## config.mk

```make
export PLATFORM = sky130hd
export DESIGN_NAME = inst_fetch_unit
export DESIGN_NICKNAME = d
export VERILOG_FILES = /design/src/rtl/inst_fetch_unit.sv
export SDC_FILE = /design/constraint.sdc
export NUM_CORES = 1
export LEC_CHECK = 0
export CORE_MARGIN = 5
export CORE_UTILIZATION = 47
export DETAILED_ROUTE_END_ITERATION = 6
export HOLD_SLACK_MARGIN = 0.15
export PLACE_DENSITY = 0.81
export SKIP_LAST_GASP = 1
export SLEW_MARGIN = 20
export SYNTH_ARGS = -nofsm -noshare
export SYNTH_HDL_FRONTEND = slang
export SYNTH_SLANG_ARGS = --single-unit
export TNS_END_PERCENT = 1
```

## constraint.sdc

```tcl
create_clock -name clk -period 2.79 [get_ports clk]
set_input_delay 0.4185 -clock clk [delete_from_list [all_inputs] [get_ports clk]]
set_output_delay 0.4185 -clock clk [all_outputs]
set_load 0.01 [all_outputs]
```

## src/rtl/inst_fetch_unit.sv

```systemverilog
// Instruction-fetch stage: owns the PC, issues one word read per instruction over the
// req/addr_ok/data_ok bridge port and presents the result to decode under valid/allowin.
module inst_fetch_unit #(
  parameter logic [31:0] RESET_PC = 32'hbfc0_0000
) (
  input  logic        clk,
  input  logic        resetn,
  output logic        inst_req,
  output logic        inst_wr,
  output logic [1:0]  inst_size,
  output logic [31:0] inst_addr,
  output logic [31:0] inst_wdata,
  input  logic        inst_addr_ok,
  input  logic        inst_data_ok,
  input  logic [31:0] inst_rdata,
  input  logic        id_allowin,
  output logic        fs_valid,
  output logic [31:0] fs_pc,
  output logic [31:0] fs_inst,
  input  logic        br_taken,
  input  logic [31:0] br_target
);

  typedef enum logic [1:0] {
    S_IDLE,
    S_REQ,
    S_WAIT,
    S_HOLD
  } state_t;

  state_t      state, state_nxt;
  logic [31:0] pc, pc_nxt;
  logic [31:0] tgt, tgt_nxt;
  logic        cancel, cancel_nxt;
  logic        fs_valid_nxt;
  logic [31:0] fs_pc_nxt, fs_inst_nxt;

  assign inst_req   = (state == S_REQ);
  assign inst_addr  = pc;
  assign inst_wr    = 1'b0;
  assign inst_size  = 2'b10;
  assign inst_wdata = 32'd0;

  always_comb begin
    // NOTE: every signal driven here gets its hold value first, so no path can infer a latch.
    state_nxt    = state;
    pc_nxt       = pc;
    tgt_nxt      = tgt;
    cancel_nxt   = cancel;
    fs_valid_nxt = fs_valid;
    fs_pc_nxt    = fs_pc;
    fs_inst_nxt  = fs_inst;

    case (state)
      S_IDLE: begin
        state_nxt = S_REQ;
        if (br_taken) pc_nxt = br_target;
      end

      S_REQ: begin
        if (inst_addr_ok) begin
          state_nxt = S_WAIT;
          // Accepted this cycle: the address is committed, so a redirect must drain it.
          if (br_taken) begin
            cancel_nxt = 1'b1;
            tgt_nxt    = br_target;
          end
        end else if (br_taken) begin
          pc_nxt = br_target;
        end
      end

      S_WAIT: begin
        if (br_taken) begin
          cancel_nxt = 1'b1;
          tgt_nxt    = br_target;
        end
        if (inst_data_ok) begin
          // A redirect arriving with the data still kills it; the newest target wins.
          if (cancel || br_taken) begin
            pc_nxt     = br_taken ? br_target : tgt;
            cancel_nxt = 1'b0;
            state_nxt  = S_REQ;
          end else begin
            fs_inst_nxt  = inst_rdata;
            fs_pc_nxt    = pc;
            fs_valid_nxt = 1'b1;
            pc_nxt       = pc + 32'd4;
            state_nxt    = S_HOLD;
          end
        end
      end

      S_HOLD: begin
        if (br_taken) begin
          fs_valid_nxt = 1'b0;
          pc_nxt       = br_target;
          state_nxt    = S_REQ;
        end else if (id_allowin) begin
          fs_valid_nxt = 1'b0;
          state_nxt    = S_REQ;
        end
      end

      default: state_nxt = S_IDLE;
    endcase
  end

  // NOTE: state registers use non-blocking assignments so all flops update from pre-edge values.
  always_ff @(posedge clk or negedge resetn) begin
    if (!resetn) begin
      state    <= S_IDLE;
      pc       <= RESET_PC;
      tgt      <= 32'd0;
      cancel   <= 1'b0;
      fs_valid <= 1'b0;
      fs_pc    <= 32'd0;
      fs_inst  <= 32'd0;
    end else begin
      state    <= state_nxt;
      pc       <= pc_nxt;
      tgt      <= tgt_nxt;
      cancel   <= cancel_nxt;
      fs_valid <= fs_valid_nxt;
      fs_pc    <= fs_pc_nxt;
      fs_inst  <= fs_inst_nxt;
    end
  end

endmodule

```

# [Word-level counts from Yosys, hierarchy flattened]
# Cells that the tools add are included.
# Widths: inputs -> output; s select.
[word_totals] out_inout_bits=133 register_bits=132 elab_cells=51
[op_classes] reduce_logical=10 n_bitwise=1 add_sub_neg=1 eq_ne=8 muxes=24
[op_table] op="$mux 32" n=6
[op_table] op="$pmux 32 s3" n=1
[op_table] op="$pmux 32 s2" n=1
[op_table] op="$add 32x3->32 const B" n=1
[op_table] op="$mux 2" n=5
[op_table] op="$mux 1" n=8
[op_table] op="$pmux 2 s4" n=1
[op_table] op="$ne 2x2->1 const B" n=3
[op_table] op="$reduce_and 3->1" n=2
[op_table] op="$eq 2x2->1 const B" n=2
[op_table] op="$pmux 1 s2" n=2
[op_table] op="$reduce_and 2->1" n=2
[op_table] op="$reduce_and 4->1" n=1
[op_table] op="$reduce_bool 2->1" n=2
[op_table] op="$ne 3x3->1 const B" n=1
[op_table] op="$eq 2x1->1 const B" n=1
[op_table] op="$logic_not 2->1" n=1
[op_table] op="$ne 2x1->1 const B" n=1
[op_table] op="$reduce_or 2->1" n=1
[op_table] op="$logic_or 1x1->1" n=1
[op_table] op="$not 1->1" n=1

# [Depth between registers and ports, before layout]
# Gate-level depths: netlist of the first run.
[logic_depth] ltp_word=4 ltp_mapped=9

# [Worst setup path after synthesis of the first run]
# No wires, ideal clock.
[synth_timing] kind="reg2reg" start="reg state[1]" end="reg tgt[10]" path_stages_with_launch=8 path_buffers=1 arrival_ps=1878 setup_slack_ps=788 t_required_ps=2665 cell_sequence="dfrtp_1 > inv_1 > ha_1 > nor2b_1 > nor2_1 > nand2_1 > buf_1 > mux2_2"
[synth_between] elab_chain_len=3 word_cells_on_any_way=6
[synth_lines] item="start: declaration" line_no="31" source="state_t state, state_nxt;"
[synth_lines] item="start signal: assignment" line_no="120" source="state <= state_nxt;"
[synth_lines] item="$eq 2x1->1 (*)"
[synth_lines] item="via inst_req" line_no="8" source="output logic inst_req,"
[synth_lines] item="$ne 2x1->1 (no source line) / $reduce_bool 2->1 (equally long branches)"
[synth_lines] item="$reduce_and 2->1 (no source line)"
[synth_lines] item="end signal: assignment" line_no="122" source="tgt <= tgt_nxt;"
[synth_lines] item="end: declaration" line_no="33" source="logic [31:0] tgt, tgt_nxt;"
# The timed path passes the listed nets; every way through them passes the cells marked *.
# A chain may end at the register's enable or synchronous reset.

# [Worst setup path after layout of the first run]
[layout_timing] start="reg pc[6] (netlist: inst_addr[6])" end="reg pc[23] (netlist: inst_addr[23])"
[layout_between] elab_chain_len=4
[layout_lines] item="start: declaration" line_no="32" source="logic [31:0] pc, pc_nxt;"
[layout_lines] item="start signal: assignment" line_no="121" source="pc <= pc_nxt;"
[layout_lines] item="$add 32x3->32" line_no="88" source="pc_nxt = pc + 32'd4;"
[layout_lines] item="$mux 32" line_no="80" source="if (cancel || br_taken) begin"
[layout_lines] item="$mux 32" line_no="78" source="if (inst_data_ok) begin"
[layout_lines] item="$pmux 32 s3" line_no="54" source="case (state)"
# Every way passes these cells. The select of a mux whose other input is x is not followed.

==> results of run 1 <==
[what timing repair did]
action | in CTS | in global routing
buffers inserted | 0 | 0
hold buffers | 1 | 0
resized for setup | 0 | 0
endpoints found under the hold margin | 50 | 0
endpoints found under the setup margin | 0 | 0
[registers in the layout, indices dropped and copies added, names as in the netlist]
name,cells
tgt,32
fs_inst,32
state,2
inst_addr,32
cancel,1
fs_pc,32
fs_valid,1
[kinds of logic (layout without fill, tap and decap cells)]
family | Yosys count | after routing | synth area share [%]
and+or+nand+nor | 129 | 129 | 10.8
other | 2 | 35 | 0.118
buffers and inverters | 78 | 226 | 6.79
DFF | 132 | 132 | 52.0
adders and majority gates | 4 | 4 | 0.785
muxes | 97 | 97 | 17.1
AOI/OAI and AO/OA | 125 | 125 | 12.5
[worst min-delay path by stage]
stage                     start     endpoint  slack [ns]
floorplan                resetn       cancel        0.12
global placement         resetn    fs_pc[25]        0.43
detailed placement       resetn    fs_pc[27]        0.44
CTS                     tgt[25]      tgt[25]        0.50
global route            tgt[30]      tgt[30]        0.51
finish              fs_inst[20]  fs_inst[20]        0.50
[report_power, final]
part,switching (mW),leakage [nW],internal [mW],total (mW)
sequential,0.735,1.68,2.72,3.45
clock,0.826,0.277,1.42,2.25
combinational,1.23,1.90,1.70,2.93
[cells in the mapped netlist (3+ instances only)]
cell type and number:
o21ai_1 14, dfstp_2 9, and3_1 19, nand2_1 38, o22ai_1 4, nand4_1 5
buf_1 3, inv_1 7, o311a_1 6, nand3_1 27, o311ai_1 3, a22o_1 6
buf_4 35, o211ai_1 6, clkbuf_1 25, nor3_1 3, a21oi_1 27, buf_2 7
a31oi_1 11, o21ai_0 29, ha_1 4, nor2_1 18, o31a_1 4, o41a_1 3
mux2_2 96, dfrtp_1 123, nand2b_1 3
[critical path, delay by kind of cell, from the launching register on]
family	cells	cell delay (ns)
DFF	1	0.51
AOI/OAI and AO/OA	2	0.59
and+or+nand+nor	3	1.06
[cell type report]
class	count	area, um2
Clock buffer	19	443
Clock inverter	13	159
Fill cell	1019	4520
Inverter	8	30.0
Multi-Input combinational cell	390	2770
Sequential cell	132	3310
Tap cell	176	220
Timing Repair Buffer	186	1840
[through the flow]
| step | hold WS, ns | total power [mW] | std cells | cell area, um2 |
|---|---|---|---|---|
| global route | 0.513 | 9.11 | 924 | 8780 |
| global placement | 0.425 | 6.24 | 891 | 8160 |
| floorplan | 0.123 | 4.77 | 600 | 6500 |
| finish | 0.502 | 8.63 | 924 | 8780 |
| CTS | 0.503 | 8.69 | 924 | 8780 |
| detailed placement | 0.441 | 6.41 | 891 | 8160 |
[per-layer routing]
layer  part of all wire [%]  routed length [um]
met5                      0                   0
met4                    1.8                 293
met3                    7.2                1190
met2                     52                8510
met1                     39                6500
==> results.toml, run 1 <==
[status]
outcome = "complete, no violations"

[yosys]
avgSynthCellArea_um2 = 11.2
synth_area_leader_cell = "dfrtp_1"
yosys_warnings = 0
yosys-top-cells-area = "dfrtp_1 (48%), mux2_2 (17%), buf_4 (4.1%)"
synth_area_um2 = 6380
synth_ff_type = "dfrtp_1"
synthArstFlopShare_pct = 100
postSynthCellCount = 567
yosysTopAreaCellShare_pct = 48.3
synth_seq_cells = 132
ys_seq_area_share_pct = 52.0
synth_edf_count = 0
synth_cell_types = 53

[routing]
wirelength_mm = 16.5
via_count = 5150
avgRoutedWirePerCell_um = 17.9
first_pass_iters = 5
antenna_left = 0
avgViaCountPerCell = 5.57
drc_errors = 0
drt_iter0_drc = 306

[global_route]
grt_pass1_vias = 5227
grt_antenna_before_repair = 0
grtUsageTotal_pct = 20.8
grt_max_degree = 62
grt_busiest_layer = "met2"
use_met3_pct = 5.30
grt_pass1_wl_mm = 26.8
use_met2_pct = 36.3
use_met1_pct = 24.7
gr-total-overflow = 0

[setup_path]
crit_chain = "nand3_1, nor3_4, nand2_1, o41a_1, o21ai_1"
arrival_ns = 2.58
crit_slowest_cell = "dfrtp_1"
worstReg2RegStart = "inst_addr[6]"
reg2reg_depth = 5
cp-end-kind = "flop"
reg2reg_slack_ns = 0.55
worstPathMaxFanout = 9
critPathCapture = "inst_addr[23]"
slowest_delay_ns = 0.51
crit_required_ns = 3.13
cp-startpoint = "inst_addr[6]"
critical_path_class = "flop to flop"
r2r-end = "inst_addr[23]"
start_kind = "flop"

[cells_and_area]
synthToLayoutAreaGrowth_pct = 37.6
post_route_cells_drive_above_1_share_pct = 21.9
n_antenna_cell = 0
utilization_pct = 66.0
nets = 809
layout_common_cells = "clkdlybuf4s50_1 (166), dfrtp_1 (123), mux2_2 (96)"
layout_commonest_cell = "clkdlybuf4s50_1"

[timing]
max_slew.worst_pin.slew_ns = 0.559
fin_ws_ns = 0.549
period_needed_ns = 2.24
relSlewSlack_pct = 62.8
setup_viol = 0
hold_viol = 0
fin_setup_tns_ns = 0
rsz0062_at_grt = "no"
period_share_pct = 80.3
drv_slew = 0
timing.fmax_mhz = 446
finalClockSkew_ns = 0.00719

[clocking]
cts_max_path_buffers = 2
path_clk_slew_ns = 0.05
cts_buffers = 17
cts_sinks = 132
cts_tree = "yes"
cts-htree-levels = 4
worstSkewPairLatency_ns = 0.42
root_buffer = "clkbuf_16"

[floorplanning]
initial_core_util_pct = 48.0
fp.dieW_um = 126
rows = 42
core_um2 = 13300
design.die.area_um2 = 16000
io_pins = 203
die_height_um = 126

[pwr]
p_leak_nw = 3.86
powerDensity_nw_per_um2 = 983
vdd_drop_max_mv = 0.589

[placement]
gp_congestion = 0.821
dp_hpwl_mm = 11.6
place_ws_ns = 0.395
portBuffers = 167

[hold_path]
whs_path_depth = 1
min_path_type = "flop to flop"

[job]
cap_violations = 0
Note: power is estimated with default switching activity, not from simulation.
==> run 2: changes to the inputs <==
- clock period: 2.79 -> 2.1 ns (I/O delays scaled with it)
==> results.toml, run 2 (synthesis gave the netlist of run 1 again) <==
[pwr]
netSwitchingFraction_pct = 31.7
p_leak_nw = 4.04
pwr-share-clk_pct = 25.0
vdd_drop_max_mv = 0.620
switchingPower_mw = 3.71
p_int_mw = 8.01
p_comb_share_pct = 38.0
pwr-share-seq_pct = 36.9
powerDensity_nw_per_um2 = 1290
total_power_mw = 11.7

[placement]
gp_congestion = 0.886
dp_hpwl_mm = 12.0
place_ws_ns = -0.0465
portBuffers = 167

[routing]
antenna_left = 0
drc_errors = 0
first_pass_iters = 5
wirelength_mm = 16.5
avgRoutedWirePerCell_um = 17.3
via_count = 5201
avgViaCountPerCell = 5.45
drt_iter0_drc = 386

[clocking]
path_clk_slew_ns = 0.06
cts_sinks = 132
cts_max_path_buffers = 2
post_cts_buffers = 0
cts-htree-levels = 4
worstSkewPairLatency_ns = 0.42
root_buffer = "clkbuf_16"
cts_buffers = 17
cts_tree = "yes"

[setup_path]
slowest_delay_ns = 0.58
critical_path_class = "flop to output port"
start_kind = "flop"
cp-startpoint = "state[1]"
worstPathMaxFanout = 8
reg2reg_slack_ns = 0.12
crit_buf_inv = 2
crit_slowest_cell = "clkdlybuf4s50_1"
cp_top_family = "buffers and inverters"
arrival_ns = 1.73
worstReg2RegStart = "inst_addr[2]"
cp-end-kind = "output port"
crit_chain = "inv_1, ha_2, clkdlybuf4s50_1"
crit_required_ns = 1.78

[timing]
drv_slew = 0
finalClockSkew_ns = 0.00840
fin_ws_ns = 0.0532
period_share_pct = 97.5
rsz0062_at_grt = "yes"
period_needed_ns = 2.05
hold_viol = 0
setup_viol = 0
timing.fmax_mhz = 489

[global_route]
gr-total-overflow = 0
grt_antenna_before_repair = 1
grtUsageTotal_pct = 20.6
grt_pass1_vias = 5416
grt_pass1_wl_mm = 26.6
grt_max_degree = 57

[cells_and_area]
layout_common_cells = "clkdlybuf4s50_1 (166), dfrtp_1 (123), mux2_2 (96)"
layout_commonest_cell = "clkdlybuf4s50_1"
fillers = 1004
post_route_cells_drive_above_1_share_pct = 25.4
synthToLayoutAreaGrowth_pct = 42.3
nets = 839
utilization_pct = 68.3

[floorplanning]
rows = 42
fp.dieW_um = 126
core_um2 = 13300
initial_core_util_pct = 48.0
io_pins = 203
design.die.area_um2 = 16000
die_height_um = 126

[job]
cap_violations = 0

[hold_path]
min_path_type = "input pin to asynchronous set/reset pin"

[status]
outcome = "complete, no violations"
[run 2: cell types whose count changed in the layout (fill, tap and decap cells not counted), moves of 2 or more]
cell,before,now
buf_12,2,7
buf_4,16,41
clkbuf_8,1,5
clkinv_2,3,5
clkinvlp_4,6,2
ha_1,4,2
ha_2,0,2
[run 2: final timing paths]
check                                      to  cells after the start
worst min-delay path                fs_pc[25]                      2
min in group clk                 inst_addr[0]                      3
max in group asynchronous         fs_inst[10]                      3
worst max-delay path                 inst_req                      3
worst min register to register        tgt[30]                      1
worst max register to register  inst_addr[28]                      7
[run 2: final cells by class]
| class | instances | area (um2) | area share (%) |
|---|---|---|---|
| Inverter | 8 | 30.0 | 0.331 |
| Multi-Input combinational cell | 390 | 2780 | 30.6 |
| Clock inverter | 9 | 100 | 1.10 |
| Clock buffer | 23 | 498 | 5.49 |
| Sequential cell | 132 | 3310 | 36.5 |
| Antenna cell | 1 | 2.50 | 0.0276 |
| Tap cell | 176 | 220 | 2.43 |
| Timing Repair Buffer | 216 | 2130 | 23.5 |
[run 2: power by group through the flow]
stage	Combinational [mW]	Sequential (mW)	Clock [mW]
floorplan	1.73	4.61	0
global placement	4.31	4.28	0
detailed placement	4.45	4.36	0
CTS	4.48	4.32	2.99
global route	4.80	4.46	3.13
finish	4.46	4.33	2.94
[run 2: worst register-to-register path: cells and delay by family, from the launching register on]
family	cells	cell delay, ns
and+or+nand+nor	3	0.55
DFF	1	0.47
AOI/OAI and AO/OA	2	0.42
adders and majority gates	1	0.25
buffers and inverters	1	0.22
[run 2: per-stage QoR]
step	setup TNS, ns	instances	hold WS [ns]	instance area, um2
CTS	0	954	0.440	9060
detailed placement	-1.51	921	0.302	8450
global placement	-0.0600	921	0.295	8450
global route	-0.139	955	0.463	9080
floorplan	0	600	0.0194	6500
finish	0	955	0.432	9080
[run 2: timing repair]
action                     CTS  global route
hold buffers                 1             0
hold endpoints to repair    41             0
gates resized for setup      1             3
setup endpoints to repair    1            80
[run 2: layer usage]
metal	wire [um]	part of all wire, %	GRT usage, %	up-vias
li1	-	-	-	2401
met1	6680	40	25.1	2571
met2	8490	51	35.0	205
met3	1080	6.5	5.04	24
met4	291	1.8	8.83	0
met5	0	0	0	-
